`config.mk`:
```
export PLATFORM = sky130hd
export DESIGN_NAME = issue_ctrl
export DESIGN_NICKNAME = d
export VERILOG_FILES = /design/src/rtl/superscalar_pkg.sv /design/src/rtl/issue_fifo.sv /design/src/rtl/issue_ctrl.sv
export SDC_FILE = /design/constraint.sdc
export NUM_CORES = 1
export LEC_CHECK = 0
export BUFFER_PORTS_ARGS = -buffer_cell sky130_fd_sc_hd__buf_4
export CORE_ASPECT_RATIO = 2
export CORE_MARGIN = 10
export CORE_UTILIZATION = 51
export CTS_CLUSTER_DIAMETER = 150
export DETAILED_ROUTE_END_ITERATION = 6
export MAX_ROUTING_LAYER = met4
export PLACE_DENSITY_LB_ADDON = 0.3
export SLEW_MARGIN = 10
export SYNTH_ARGS = -nofsm -noshare
export SYNTH_HDL_FRONTEND = slang
export SYNTH_SLANG_ARGS = --single-unit
export TNS_END_PERCENT = 20
```
`constraint.sdc`:
```
create_clock -name clk -period 4.9 [get_ports clk]
set_input_delay 0.98 -clock clk [delete_from_list [all_inputs] [get_ports clk]]
set_output_delay 0.98 -clock clk [all_outputs]
set_load 0.02 [all_outputs]
```
`src/rtl/superscalar_pkg.sv`:
```
// Shared types for the superscalar front end: issue width, register index width
// and the buffered instruction entry.
package superscalar_pkg;

  localparam int ISSUE_W   = 2;
  localparam int REG_IDX_W = 5;
  // Entry payload storage width; issue_ctrl instances use OP_W <= OP_MAX_W.
  localparam int OP_MAX_W  = 32;

  typedef struct packed {
    logic [REG_IDX_W-1:0] rs1;
    logic [REG_IDX_W-1:0] rs2;
    logic [REG_IDX_W-1:0] rd;
    logic [OP_MAX_W-1:0]  op;
  } issue_entry_t;

  // Number of set bits in a 2-wide valid/issue vector.
  function automatic logic [1:0] slotCount(input logic [ISSUE_W-1:0] v);
    return {1'b0, v[0]} + {1'b0, v[1]};
  endfunction

endpackage

```
`src/rtl/issue_fifo.sv`:
```
// Dual-write / dual-read circular instruction buffer. Exposes the two oldest
// entries (H0, H1) and the occupancy count; the caller decides enq/deq amounts.
module issue_fifo
  import superscalar_pkg::*;
#(
  parameter int DEPTH = 4
) (
  input  logic                     clk,
  input  logic                     reset,
  input  logic                     flush,
  input  logic [1:0]               i_enq_n,
  input  issue_entry_t             i_wr0,
  input  issue_entry_t             i_wr1,
  input  logic [1:0]               i_deq_n,
  output issue_entry_t             o_h0,
  output issue_entry_t             o_h1,
  output logic [$clog2(DEPTH):0]   o_count
);

  localparam int PTR_W = $clog2(DEPTH);
  localparam int CNT_W = PTR_W + 1;

  issue_entry_t     r_mem [DEPTH];
  logic [PTR_W-1:0] r_rd_ptr;
  logic [PTR_W-1:0] r_wr_ptr;
  logic [CNT_W-1:0] r_count;
  logic [PTR_W-1:0] w_wr_ptr1;
  logic [PTR_W-1:0] w_rd_ptr1;

  // DEPTH is a power of two, so pointer arithmetic wraps naturally.
  assign w_wr_ptr1 = r_wr_ptr + PTR_W'(1);
  assign w_rd_ptr1 = r_rd_ptr + PTR_W'(1);

  always_ff @(posedge clk or posedge reset) begin
    if (reset) begin
      r_rd_ptr <= '0;
      r_wr_ptr <= '0;
      r_count  <= '0;
    end else if (flush) begin
      r_rd_ptr <= '0;
      r_wr_ptr <= '0;
      r_count  <= '0;
    end else begin
      r_wr_ptr <= r_wr_ptr + PTR_W'(i_enq_n);
      r_rd_ptr <= r_rd_ptr + PTR_W'(i_deq_n);
      r_count  <= r_count + CNT_W'(i_enq_n) - CNT_W'(i_deq_n);
    end
  end

  // Storage is not reset: entries beyond count are don't-care.
  always_ff @(posedge clk) begin
    if (!flush && i_enq_n != 2'd0) begin
      r_mem[r_wr_ptr] <= i_wr0;
      if (i_enq_n == 2'd2) begin
        r_mem[w_wr_ptr1] <= i_wr1;
      end
    end
  end

  assign o_h0    = r_mem[r_rd_ptr];
  assign o_h1    = r_mem[w_rd_ptr1];
  assign o_count = r_count;

endmodule

```
`src/rtl/issue_ctrl.sv`:
```
// In-order dual-issue scheduler: buffers decoded pairs, queries the scoreboard
// and issues 0/1/2 instructions per cycle. Define ISSUE_CTRL_PERF_EN for perf counters.
module issue_ctrl
  import superscalar_pkg::*;
#(
  parameter int DEPTH = 4,
  parameter int OP_W  = 32
) (
  input  logic                           clk,
  input  logic                           reset,
  input  logic                           flush,
  input  logic [1:0]                     in_valid,
  output logic                           in_ready,
  input  logic [1:0][REG_IDX_W-1:0]      in_rs1,
  input  logic [1:0][REG_IDX_W-1:0]      in_rs2,
  input  logic [1:0][REG_IDX_W-1:0]      in_rd,
  input  logic [1:0][OP_W-1:0]           in_op,
  output logic [1:0]                     sb_issue_valid,
  output logic [1:0][REG_IDX_W-1:0]      sb_rs1,
  output logic [1:0][REG_IDX_W-1:0]      sb_rs2,
  output logic [1:0][REG_IDX_W-1:0]      sb_rd,
  input  logic [1:0]                     sb_hazard,
  output logic [1:0]                     ex_valid,
  input  logic [1:0]                     ex_ready,
  output logic [1:0][REG_IDX_W-1:0]      ex_rd,
  output logic [1:0][OP_W-1:0]           ex_op
`ifdef ISSUE_CTRL_PERF_EN
  ,
  output logic [31:0]                    perf_issued,
  output logic [31:0]                    perf_stall_hazard,
  output logic [31:0]                    perf_stall_struct
`endif
);

  localparam int CNT_W = $clog2(DEPTH) + 1;

  issue_entry_t     w_wr0;
  issue_entry_t     w_wr1;
  issue_entry_t     w_h0;
  issue_entry_t     w_h1;
  logic [CNT_W-1:0] w_count;
  logic [1:0]       w_enq_n;
  logic [1:0]       w_deq_n;
  logic             w_v0;
  logic             w_v1;
  logic             w_dep;
  logic             w_issue0;
  logic             w_issue1;

  assign w_wr0 = '{rs1: in_rs1[0], rs2: in_rs2[0], rd: in_rd[0], op: OP_MAX_W'(in_op[0])};
  assign w_wr1 = '{rs1: in_rs1[1], rs2: in_rs2[1], rd: in_rd[1], op: OP_MAX_W'(in_op[1])};

  // Ready only if a whole pair fits, judged on registered occupancy alone.
  assign in_ready = (w_count <= CNT_W'(DEPTH - 2)) && !flush;

  always_comb begin
    w_enq_n = 2'd0;
    if (in_valid[0] && in_ready) begin
      w_enq_n = in_valid[1] ? 2'd2 : 2'd1;
    end
  end

  assign w_v0 = (w_count >= CNT_W'(1));
  assign w_v1 = (w_count >= CNT_W'(2));

  // RAW/WAW inside the pair is invisible to the scoreboard until next cycle.
  assign w_dep = (w_h0.rd != '0) &&
                 ((w_h1.rs1 == w_h0.rd) || (w_h1.rs2 == w_h0.rd) || (w_h1.rd == w_h0.rd));

  assign w_issue0 = w_v0 && !sb_hazard[0] && ex_ready[0] && !flush;
  assign w_issue1 = w_issue0 && w_v1 && !sb_hazard[1] && ex_ready[1] && !w_dep;

  assign w_deq_n = slotCount({w_issue1, w_issue0});

  issue_fifo #(
    .DEPTH (DEPTH)
  ) u_fifo (
    .clk     (clk),
    .reset   (reset),
    .flush   (flush),
    .i_enq_n (w_enq_n),
    .i_wr0   (w_wr0),
    .i_wr1   (w_wr1),
    .i_deq_n (w_deq_n),
    .o_h0    (w_h0),
    .o_h1    (w_h1),
    .o_count (w_count)
  );

  assign sb_rs1[0] = w_h0.rs1;
  assign sb_rs2[0] = w_h0.rs2;
  assign sb_rd[0]  = w_h0.rd;
  assign sb_rs1[1] = w_h1.rs1;
  assign sb_rs2[1] = w_h1.rs2;
  assign sb_rd[1]  = w_h1.rd;

  assign sb_issue_valid = {w_issue1, w_issue0};
  assign ex_valid       = {w_issue1, w_issue0};
  assign ex_rd[0]       = w_h0.rd;
  assign ex_rd[1]       = w_h1.rd;
  assign ex_op[0]       = w_h0.op[OP_W-1:0];
  assign ex_op[1]       = w_h1.op[OP_W-1:0];

`ifdef ISSUE_CTRL_PERF_EN
  logic [31:0] r_perf_issued;
  logic [31:0] r_perf_stall_hazard;
  logic [31:0] r_perf_stall_struct;
  logic [32:0] w_issued_sum;
  logic        w_hazard_stall;
  logic        w_struct_stall;

  assign w_issued_sum   = {1'b0, r_perf_issued} + 33'(w_deq_n);
  assign w_hazard_stall = w_v0 && (sb_hazard[0] || (w_issue0 && w_v1 && (sb_hazard[1] || w_dep)));
  assign w_struct_stall = w_v0 && !sb_hazard[0] && !ex_ready[0];

  // All three counters saturate at all-ones rather than wrapping.
  always_ff @(posedge clk or posedge reset) begin
    if (reset) begin
      r_perf_issued       <= '0;
      r_perf_stall_hazard <= '0;
      r_perf_stall_struct <= '0;
    end else begin
      r_perf_issued <= w_issued_sum[32] ? '1 : w_issued_sum[31:0];
      if (w_hazard_stall && r_perf_stall_hazard != '1) begin
        r_perf_stall_hazard <= r_perf_stall_hazard + 32'd1;
      end
      if (w_struct_stall && r_perf_stall_struct != '1) begin
        r_perf_stall_struct <= r_perf_stall_struct + 32'd1;
      end
    end
  end

  assign perf_issued       = r_perf_issued;
  assign perf_stall_hazard = r_perf_stall_hazard;
  assign perf_stall_struct = r_perf_stall_struct;
`endif

endmodule

```
==> flow_summary_export.csv, run 1 <==
group,metric,value,unit
worst_setup_path,critPathRequiredTime,3.92,ns
finish,areaGrowthSynthToFinish,21.0,%
cts,cts.sinks,195,
synth,synth_warnings,0,
synth,synth_cell_types,37,
grt,grt_max_degree,48,
cts,cts_hold_buf,0,
die,dieArea,28800,um^2
drt,drt-initial-drc-count,500,
synth,syn_inst,633,
cts,clk_pin_slew,0.07,ns
power_and_ir_drop,irDropWorstVdd,0.323,mV
timing,finalHoldViolations,0,
finish,drive_above_1_share,0.663,
worst_setup_path,crit_chain,"buf_4 > mux2i_1 > xnor2_1 > a211oi_1 > o211ai_1 > o311ai_1 > a21oi_1 > buf_4",
timing,rsz0062_at_grt,"no",
drt,drt-pass1-iter-count,5,
timing,setup_tns,0,ns
grt,grt_pass1_vias,7846,
drt,ant_nets,0,
worst_setup_path,timing.critical_path.from_type,"flop",
place,dpl_cell_area,13000,um^2
worst_setup_path,cp_slowest_stage_delay,0.72,ns
drt,drc_errors,0,
synth,ys_seq_elements,195,
timing,tightest_slew,1.07,ns
cts,cts_max_path_buffers,2,
drt,num_vias,6888,
cts,clk_latency,0.45,ns
place,dp_hpwl,21800,um
power_and_ir_drop,power_frac_seq,0.450,
die,rows,76,
cts,cts_max_level,4,
die,die_h,230,um
die,ios,212,
min_path,hold_class,"input port to asynchronous set/reset pin",
power_and_ir_drop,p_comb_frac,0.235,
cts,post-cts-setup-buffers,0,
power_and_ir_drop,switchingPower,1240,uW
power_and_ir_drop,leakagePower,0.00492,uW
cts,cts_buffers,17,
timing,max_freq,243,MHz
drt,wl,30600,um
synth,synthesis.area,11300,um^2
worst_setup_path,r2r_slack,0.84,ns
timing,final-setup-viol-count,0,
finish,fin_area,13600,um^2
grt,grt_remaining_overflow,0,
timing,min_period,4.11,ns
grt,grt_first_pass_wirelength,45900,um
timing,drv_slew,0,
finish,final_cell_mix,"buf_4 (226), edfxtp_1 (188), mux2_2 (158), mux4_2 (94), mux2_4 (30)",
cts,cts_tree,"built",
place,port_buffers,211,
worst_setup_path,cp_slowest_cell,"dfrtp_4",
grt,track_usage,0.215,
die,start_util,0.520,
synth,yosysSeqAreaShare,0.516,
power_and_ir_drop,internal_power,3260,uW
power_and_ir_drop,power_density,330,nW/um^2
die,fp.dieW,125,um
power_and_ir_drop,p_sw_frac,0.275,
worst_setup_path,cpMostUsedCell,"buf_4",
die,core,21700,um^2
timing,final.setup_skew,0.00679,ns
synth,syn_area_per_cell,17.8,um^2
timing,min_period_over_period,0.839,
run_status,run_status,"completed",
power_and_ir_drop,pwr-share-clk,0.315,
drt,vias_per_cell,6.21,
finish,layout_commonest_cell,"buf_4",
worst_setup_path,crit_arrival,3.13,ns
finish,final_util,0.629,
synth,syn_nets,743,
finish,seqCellArea,5830,um^2
place,gp_congestion,0.857,
cts,cts_root_buf,"clkbuf_16",
worst_setup_path,r2r_cells,15,
cts,ctsResizeCount,0,
grt,antenna_found_initial,1,
timing,relSlewSlack,0.285,
worst_setup_path,worstSetupEndpointType,"output port",
finish,nets,932,
finish,multi_input_area,5110,um^2
finish,fill_cells,1607,
drt,wl_per_cell,27.6,um
worst_setup_path,path_max_fanout,32,
worst_setup_path,critPathKind,"flop to output port",
job,cap_viol_max_count,0,
power by group through the flow:
stage          registers [uW]  clock network, uW  logic, uW
6_report                 2020               1410       1060
4_1_cts                  2020               1430       1070
3_3_place_gp             2050                  0       1050
3_5_place_dp             2060                  0       1070
5_1_grt                  2030               1500       1120
2_1_floorplan            2030                  0        670
critical path, delay by kind of cell (launching register included):
| family | cells | cell delay, ns |
|---|---|---|
| compound gates | 4 | 0.92 |
| xor+xnor | 1 | 0.15 |
| buf+inv | 2 | 0.61 |
| flops | 1 | 0.72 |
| mux | 1 | 0.26 |
metal layers:
metal / track usage / wire length (um) / share of wire / vias to the layer above
met4: 0.0991 / 956 / 0.031 / 0
met2: 0.399 / 18000 / 0.59 / 240
met5: - / 0 / 0 / -
li1: - / - / - / 2952
met3: 0.0463 / 1390 / 0.045 / 51
met1: 0.205 / 10300 / 0.34 / 3645
worst paths after layout:
kind | endpoint | start
max reg2reg | u_fifo.o_count[2] | u_fifo.r_rd_ptr[0]
max in group asynchronous | u_fifo.r_rd_ptr[1] | reset
min in group clk | u_fifo.o_count[0] | u_fifo.o_count[0]
min reg2reg | u_fifo.o_count[0] | u_fifo.o_count[0]
max | sb_issue_valid[1] | u_fifo.r_rd_ptr[0]
min | u_fifo.o_count[1] | reset
sequential cells by signal, indices dropped and copies added, names as in the netlist:
register and cells:
u_fifo.o_count 3, u_fifo.r_wr_ptr 2, u_fifo.r_mem 188, u_fifo.r_rd_ptr 2
per-stage QoR:
stage	setup slack (ns)	instances	hold WS, ns	total power [uW]
4_1_cts	0.746	1108	0.464	4530
3_3_place_gp	0.938	1076	0.721	3090
2_1_floorplan	-0.488	633	0.638	2690
6_report	0.787	1109	0.484	4490
3_5_place_dp	0.828	1076	0.733	3130
5_1_grt	0.597	1109	0.490	4650
layout make-up:
class,count,area share
inverter,8,0.00220
multi-input combinational,372,0.374
antenna,1,0.000184
timing repair buffer,228,0.127
sequential,195,0.427
clock inverter,15,0.0122
clock buffer,17,0.0312
tap,273,0.0250
synthesized netlist by cell type, drive strengths merged:
master / instances / share of area
a211o: 1 / 0.00078
o311ai: 2 / 0.0016
a21oi: 3 / 0.0013
mux2i: 2 / 0.0018
o211ai: 1 / 0.00067
dfrtp: 7 / 0.016
nand3: 5 / 0.0022
nor3: 4 / 0.0018
nor3b: 2 / 0.0013
nand2: 4 / 0.0013
or2: 3 / 0.0017
ha: 5 / 0.0055
nor2b: 5 / 0.0028
nand4: 1 / 0.00056
xnor2: 18 / 0.014
edfxtp: 188 / 0.50
nor4: 1 / 0.00056
inv: 8 / 0.0027
nor2: 7 / 0.0023
fa: 2 / 0.0036
o2111ai: 1 / 0.00078
and3: 1 / 0.0010
or3: 1 / 0.00056
buf: 53 / 0.031
mux4: 94 / 0.19
clkbuf: 5 / 0.0017
xor2: 17 / 0.013
o31a: 1 / 0.00078
a211oi: 3 / 0.0031
mux2: 188 / 0.20
cells by family after synthesis:
family | share of synthesized area
AOI/OAI and AO/OA | 0.00899
xor gates and xnor gates | 0.0272
adders and majority gates | 0.00910
buffers and inverters | 0.0351
DFF | 0.516
muxes | 0.387
and+or+nand+nor | 0.0161
No activity file was read; power rests on OpenSTA's default activity.
==> inputs of run 2 (changes only) <==
- CORE_UTILIZATION: 51 -> 55
- clock period: 4.9 -> 4 ns (I/O delays scaled with it)
==> run 2 against run 1 <==
Compared with the run above: non-clock buffer count rose by 1; register-to-register slack lost 0.55 ns; count of clock-buffer cells in the layout did not move; die area down 6.4%; critical path depth grew 5; routed wire length decreased by 1.9%; sequential power grew 22%.
==> flow_summary_export.csv, run 2 (synthesis gave the netlist of run 1 again) <==
group,metric,value,unit
finish,final_cells,1102,
finish,areaGrowthSynthToFinish,21.5,%
drt,wl_met1,10100,um
cts,clk_latency,0.44,ns
die,core,20300,um^2
cts,cts_max_path_buffers,2,
place,place_inst,1068,
grt,track_usage,0.227,
worst_setup_path,path_max_fanout,15,
timing,final-setup-viol-count,0,
run_status,run_status,"completed",
timing,timing.hold.ws,0.322,ns
place,dpl_cell_area,13000,um^2
drt,wl,30000,um
grt,antenna_found_initial,0,
die,die_h,222,um
drt,vias_per_cell,6.25,
drt,wl_per_cell,27.3,um
finish,nets,933,
die,rows,74,
cts,cts_root_buf,"clkbuf_16",
grt,grt_remaining_overflow,0,
timing,tightest_slew,1.08,ns
power_and_ir_drop,leakagePower,0.00496,uW
grt,grt_first_pass_wirelength,44900,um
grt,grt_max_degree,66,
cts,cts_tree,"built",
timing,relSlewSlack,0.281,
timing,min_period,3.71,ns
finish,insertedDiodeCount,0,
timing,min_period_over_period,0.927,
place,port_buffers,211,
die,dieArea,27000,um^2
drt,dr.max_layer_used,"met4",
cts,cts.sinks,195,
min_path,hold_class,"input port to asynchronous set/reset pin",
place,gp_congestion,0.916,
finish,layout_commonest_cell,"buf_4",
worst_setup_path,timing.critical_path.from_type,"flop",
cts,clk_pin_slew,0.07,ns
drt,met2_length,16900,um
timing,final.setup_skew,0.00771,ns
cts,cts_buffers,17,
timing,max_freq,270,MHz
job,cap_viol_max_count,0,
finish,fill_cells,1372,
timing,finalHoldViolations,0,
drt,ant_nets,0,
worst_setup_path,crit_arrival,4.04,ns
timing,drv_slew,0,
worst_setup_path,critPathRequiredTime,4.33,ns
finish,largest_reg_flops,188,
die,start_util,0.556,
die,ios,212,
power_and_ir_drop,irDropWorstVdd,0.334,mV
timing,rsz0062_at_grt,"no",
drt,drt-pass1-iter-count,5,
power_and_ir_drop,fin_total_pwr,5500,uW
drt,drt-initial-drc-count,401,
cts,cts_max_level,4,
grt,grt_pass1_vias,7722,
finish,final_cell_mix,"buf_4 (223), edfxtp_1 (188), mux2_2 (158), mux4_2 (94), mux2_4 (30)",
finish,drive_above_1_share,0.660,
worst_setup_path,critPathKind,"flop to flop",
place,dp_hpwl,20700,um
drt,drc_errors,0,
power_and_ir_drop,power_density,402,nW/um^2
finish,top_register,"u_fifo.r_mem",
die,fp.dieW,121,um
drt,num_vias,6888,
drt,route.met3.wl,2210,um
worst_setup_path,worstSetupEndpointType,"flop",
finish,fin_area,13700,um^2
finish,final_util,0.676,
## run 2: worst max-delay path, stage by stage, from the launching register on
cell	delay (ns)
dfrtp_4	0.62
mux4_2	0.64
xnor2_1	0.22
nand3_1	0.11
o311ai_1	0.34
a21oi_1	0.17
ha_1	0.33
ha_1	0.28
inv_1	0.06
ha_1	0.14
inv_1	0.05
fa_1	0.43
xnor2_1	0.16
nor2_1	0.05
## run 2: per-stage QoR
| step | setup TNS [ns] | setup slack [ns] |
|---|---|---|
| finish | 0 | 0.290 |
| global route | 0 | 0.00218 |
| CTS | 0 | 0.176 |
| detailed placement | 0 | 0.194 |
| global placement | 0 | 0.273 |
| floorplan | -66.20 | -1.21 |
## run 2: repair_timing
item	CTS	global route
endpoints found under the setup margin	0	1
gates resized for setup	0	2
buffers inserted	0	1
hold buffers	0	0
## run 2: path summary, 6_finish.rpt
kind | from | endpoint | slack [ns] | cells past startpoint
worst max-delay path | u_fifo.r_rd_ptr[0] | u_fifo.o_count[2] | 0.29 | 13
worst min-delay path | reset | u_fifo.r_wr_ptr[1] | 0.32 | 2
worst max register to register | u_fifo.r_rd_ptr[0] | u_fifo.o_count[2] | 0.29 | 13
worst min register to register | u_fifo.o_count[0] | u_fifo.o_count[0] | 0.77 | 2
max in group asynchronous | reset | u_fifo.r_rd_ptr[1] | 3.39 | 2
min in group clk | flush | u_fifo.o_count[2] | 0.62 | 2
## run 2: final cells by class
| class | instances | area, um^2 | share of cell area |
|---|---|---|---|
| sequential | 195 | 5830 | 0.425 |
| timing repair buffer | 229 | 1810 | 0.132 |
| inverter | 8 | 30.0 | 0.00219 |
| tap | 266 | 333 | 0.0243 |
| clock inverter | 15 | 163 | 0.0119 |
| clock buffer | 17 | 425 | 0.0311 |
| multi-input combinational | 372 | 5110 | 0.373 |
## run 2: routing by layer
metal / track usage / vias to the layer above
met5: - / -
met4: 0.0905 / 0
met3: 0.0693 / 59
met2: 0.399 / 295
met1: 0.225 / 3576
li1: - / 2958
## run 2: report_power, final
| part | internal (uW) | switching (uW) | leakage, uW |
|---|---|---|---|
| clock | 975 | 744 | 0.000279 |
| sequential | 2390 | 85.7 | 0.00180 |
| combinational | 641 | 674 | 0.00288 |
==> inputs of run 3 (changes only) <==
==> constraint.sdc (replaced) <==
create_clock -name clk -period 4.6 [get_ports clk]
set_input_delay 0.92 -clock clk [delete_from_list [all_inputs] [get_ports clk]]
set_output_delay 0.92 -clock clk [all_outputs]
set_load 0.05 [all_outputs]
==> run 3 against run 2 <==
Compared with the run above: core utilization is 0.46 points lower; critical path depth is 7 lower; sequential power is 13% lower; highest routed layer unchanged.
==> flow_summary_export.csv, run 3 (synthesis gave the netlist of run 1 again) <==
group,metric,value,unit
grt,grt_pass1_vias,7714,
power_and_ir_drop,p_comb_frac,0.284,
timing,finalHoldViolations,0,
timing,tightest_slew,1.10,ns
grt,grt_max_degree,48,
drt,ant_nets,0,
finish,drive_above_1_share,0.662,
grt,track_usage,0.230,
drt,wl,29600,um
worst_setup_path,path_max_fanout,34,
finish,nets,931,
place,dpl_worst_slack,0.620,ns
cts,clk_pin_slew,0.07,ns
timing,max_freq,253,MHz
worst_setup_path,r2r_slack,0.66,ns
cts,cts.sinks,195,
die,dieArea,27000,um^2
run_status,run_status,"completed",
drt,num_vias,6806,
timing,fin_ws,0.646,ns
grt,grt_first_pass_wirelength,45400,um
finish,largest_reg_flops,188,
place,dp_hpwl,20900,um
drt,vias_per_cell,6.19,
timing,drv_slew,0,
power_and_ir_drop,pwr-share-clk,0.288,
die,ios,212,
finish,final_cell_mix,"buf_4 (225), edfxtp_1 (188), mux2_2 (158), mux4_2 (94), mux2_4 (30)",
finish,top_register,"u_fifo.r_mem",
cts,cts_max_path_buffers,2,
cts,cts_tree,"built",
drt,wl_per_cell,26.9,um
finish,insertedDiodeCount,0,
timing,final.setup_skew,0.0130,ns
cts,post-cts-setup-buffers,0,
timing,final-setup-viol-count,0,
finish,layout_commonest_cell,"buf_4",
timing,rsz0062_at_grt,"no",
worst_setup_path,r2r_cells,13,
drt,drt-pass1-iter-count,4,
worst_setup_path,critPathKind,"flop to output port",
power_and_ir_drop,fin_total_pwr,5040,uW
cts,cts_max_level,4,
place,gp_congestion,0.905,
die,core,20300,um^2
job,cap_viol_max_count,0,
min_path,hold_class,"input port to asynchronous set/reset pin",
power_and_ir_drop,internal_power,3430,uW
cts,cts_hold_buf,0,
die,start_util,0.556,
timing,relSlewSlack,0.267,
power_and_ir_drop,leakagePower,0.00491,uW
grt,antenna_found_initial,0,
place,place_inst,1068,
worst_setup_path,timing.critical_path.from_type,"flop",
worst_setup_path,critPathRequiredTime,3.68,ns
cts,cts_root_buf,"clkbuf_16",
cts,cts_buffers,17,
worst_setup_path,cp_slowest_stage_delay,0.76,ns
die,fp.dieW,121,um
worst_setup_path,worstSetupEndpointType,"output port",
place,port_buffers,211,
cts,clk_latency,0.46,ns
worst_setup_path,rr_endpoint,"u_fifo.o_count[2]",
worst_setup_path,r2r_start,"u_fifo.r_rd_ptr[0]",
timing,min_period_over_period,0.860,
worst_setup_path,crit_arrival,3.03,ns
power_and_ir_drop,power_frac_seq,0.428,
power_and_ir_drop,irDropWorstVdd,0.368,mV
finish,areaGrowthSynthToFinish,20.7,%
finish,final_cells,1100,
power_and_ir_drop,switchingPower,1610,uW
drt,drc_errors,0,
die,rows,74,
grt,grt_remaining_overflow,0,
cts,ctsResizeCount,0,
power_and_ir_drop,p_sw_frac,0.320,
power_and_ir_drop,power_density,370,nW/um^2
drt,drt-initial-drc-count,459,
worst_setup_path,cp_slowest_cell,"dfrtp_4",
worst_setup_path,crit_chain,"mux4_2 > xnor2_1 > nand3_1 > o311ai_1 > a21oi_1 > buf_4",
die,die_h,222,um
timing,min_period,3.95,ns
[run 3: final cells by class]
type | instances | area [um^2]
clock buffers | 19 | 433
clock inverters | 13 | 138
inverters | 8 | 30.0
fillers | 1402 | 6670
repair buffers | 227 | 1730
flip-flops and latches | 195 | 5830
well taps | 266 | 333
multi-input cells | 372 | 5110
[run 3: how the worst max path moves through the flow]
stage,start,to,cells past startpoint
after floorplan,flush,u_fifo.r_mem[1][0],4
after global placement,u_fifo.r_rd_ptr[0],u_fifo.o_count[2],14
after detailed placement,u_fifo.r_rd_ptr[0],u_fifo.o_count[2],14
after CTS,u_fifo.r_rd_ptr[0],ex_valid[1],7
after global routing,u_fifo.r_rd_ptr[0],u_fifo.o_count[2],14
final,u_fifo.r_rd_ptr[0],sb_issue_valid[1],6
[run 3: power groups by stage]
stage | logic, uW | clock network [uW] | registers (uW)
final | 1430 | 1450 | 2160
after global routing | 1510 | 1530 | 2170
after CTS | 1450 | 1470 | 2150
after detailed placement | 1440 | 0 | 2190
after global placement | 1420 | 0 | 2180
after floorplan | 1020 | 0 | 2160
[run 3: worst max-delay path, delay by kind of cell (launching register included)]
kind                      cells  cell delay (ns)
xor gates and xnor gates      1             0.21
DFF                           1             0.76
AOI/OAI and AO/OA             2             0.58
buffers and inverters         1             0.23
and+or+nand+nor               1             0.09
muxes                         1             0.69
[run 3: metrics by stage]
stage	hold WS [ns]	TNS, ns	area [um^2]	utilization
2_1_floorplan	0.638	-46.73	11300	-
3_3_place_gp	0.731	0	13000	0.643
3_5_place_dp	0.699	0	13000	0.643
4_1_cts	0.394	0	13600	0.671
5_1_grt	0.403	0	13600	0.671
6_report	0.394	0	13600	0.671
[run 3: per-layer routing]
| metal | share of wire | wire length [um] | GRT usage |
|---|---|---|---|
| met2 | 0.57 | 17000 | 0.411 |
| met3 | 0.074 | 2200 | 0.0785 |
| met1 | 0.33 | 9780 | 0.225 |
| met4 | 0.020 | 592 | 0.0707 |
| met5 | 0 | 0 | - |
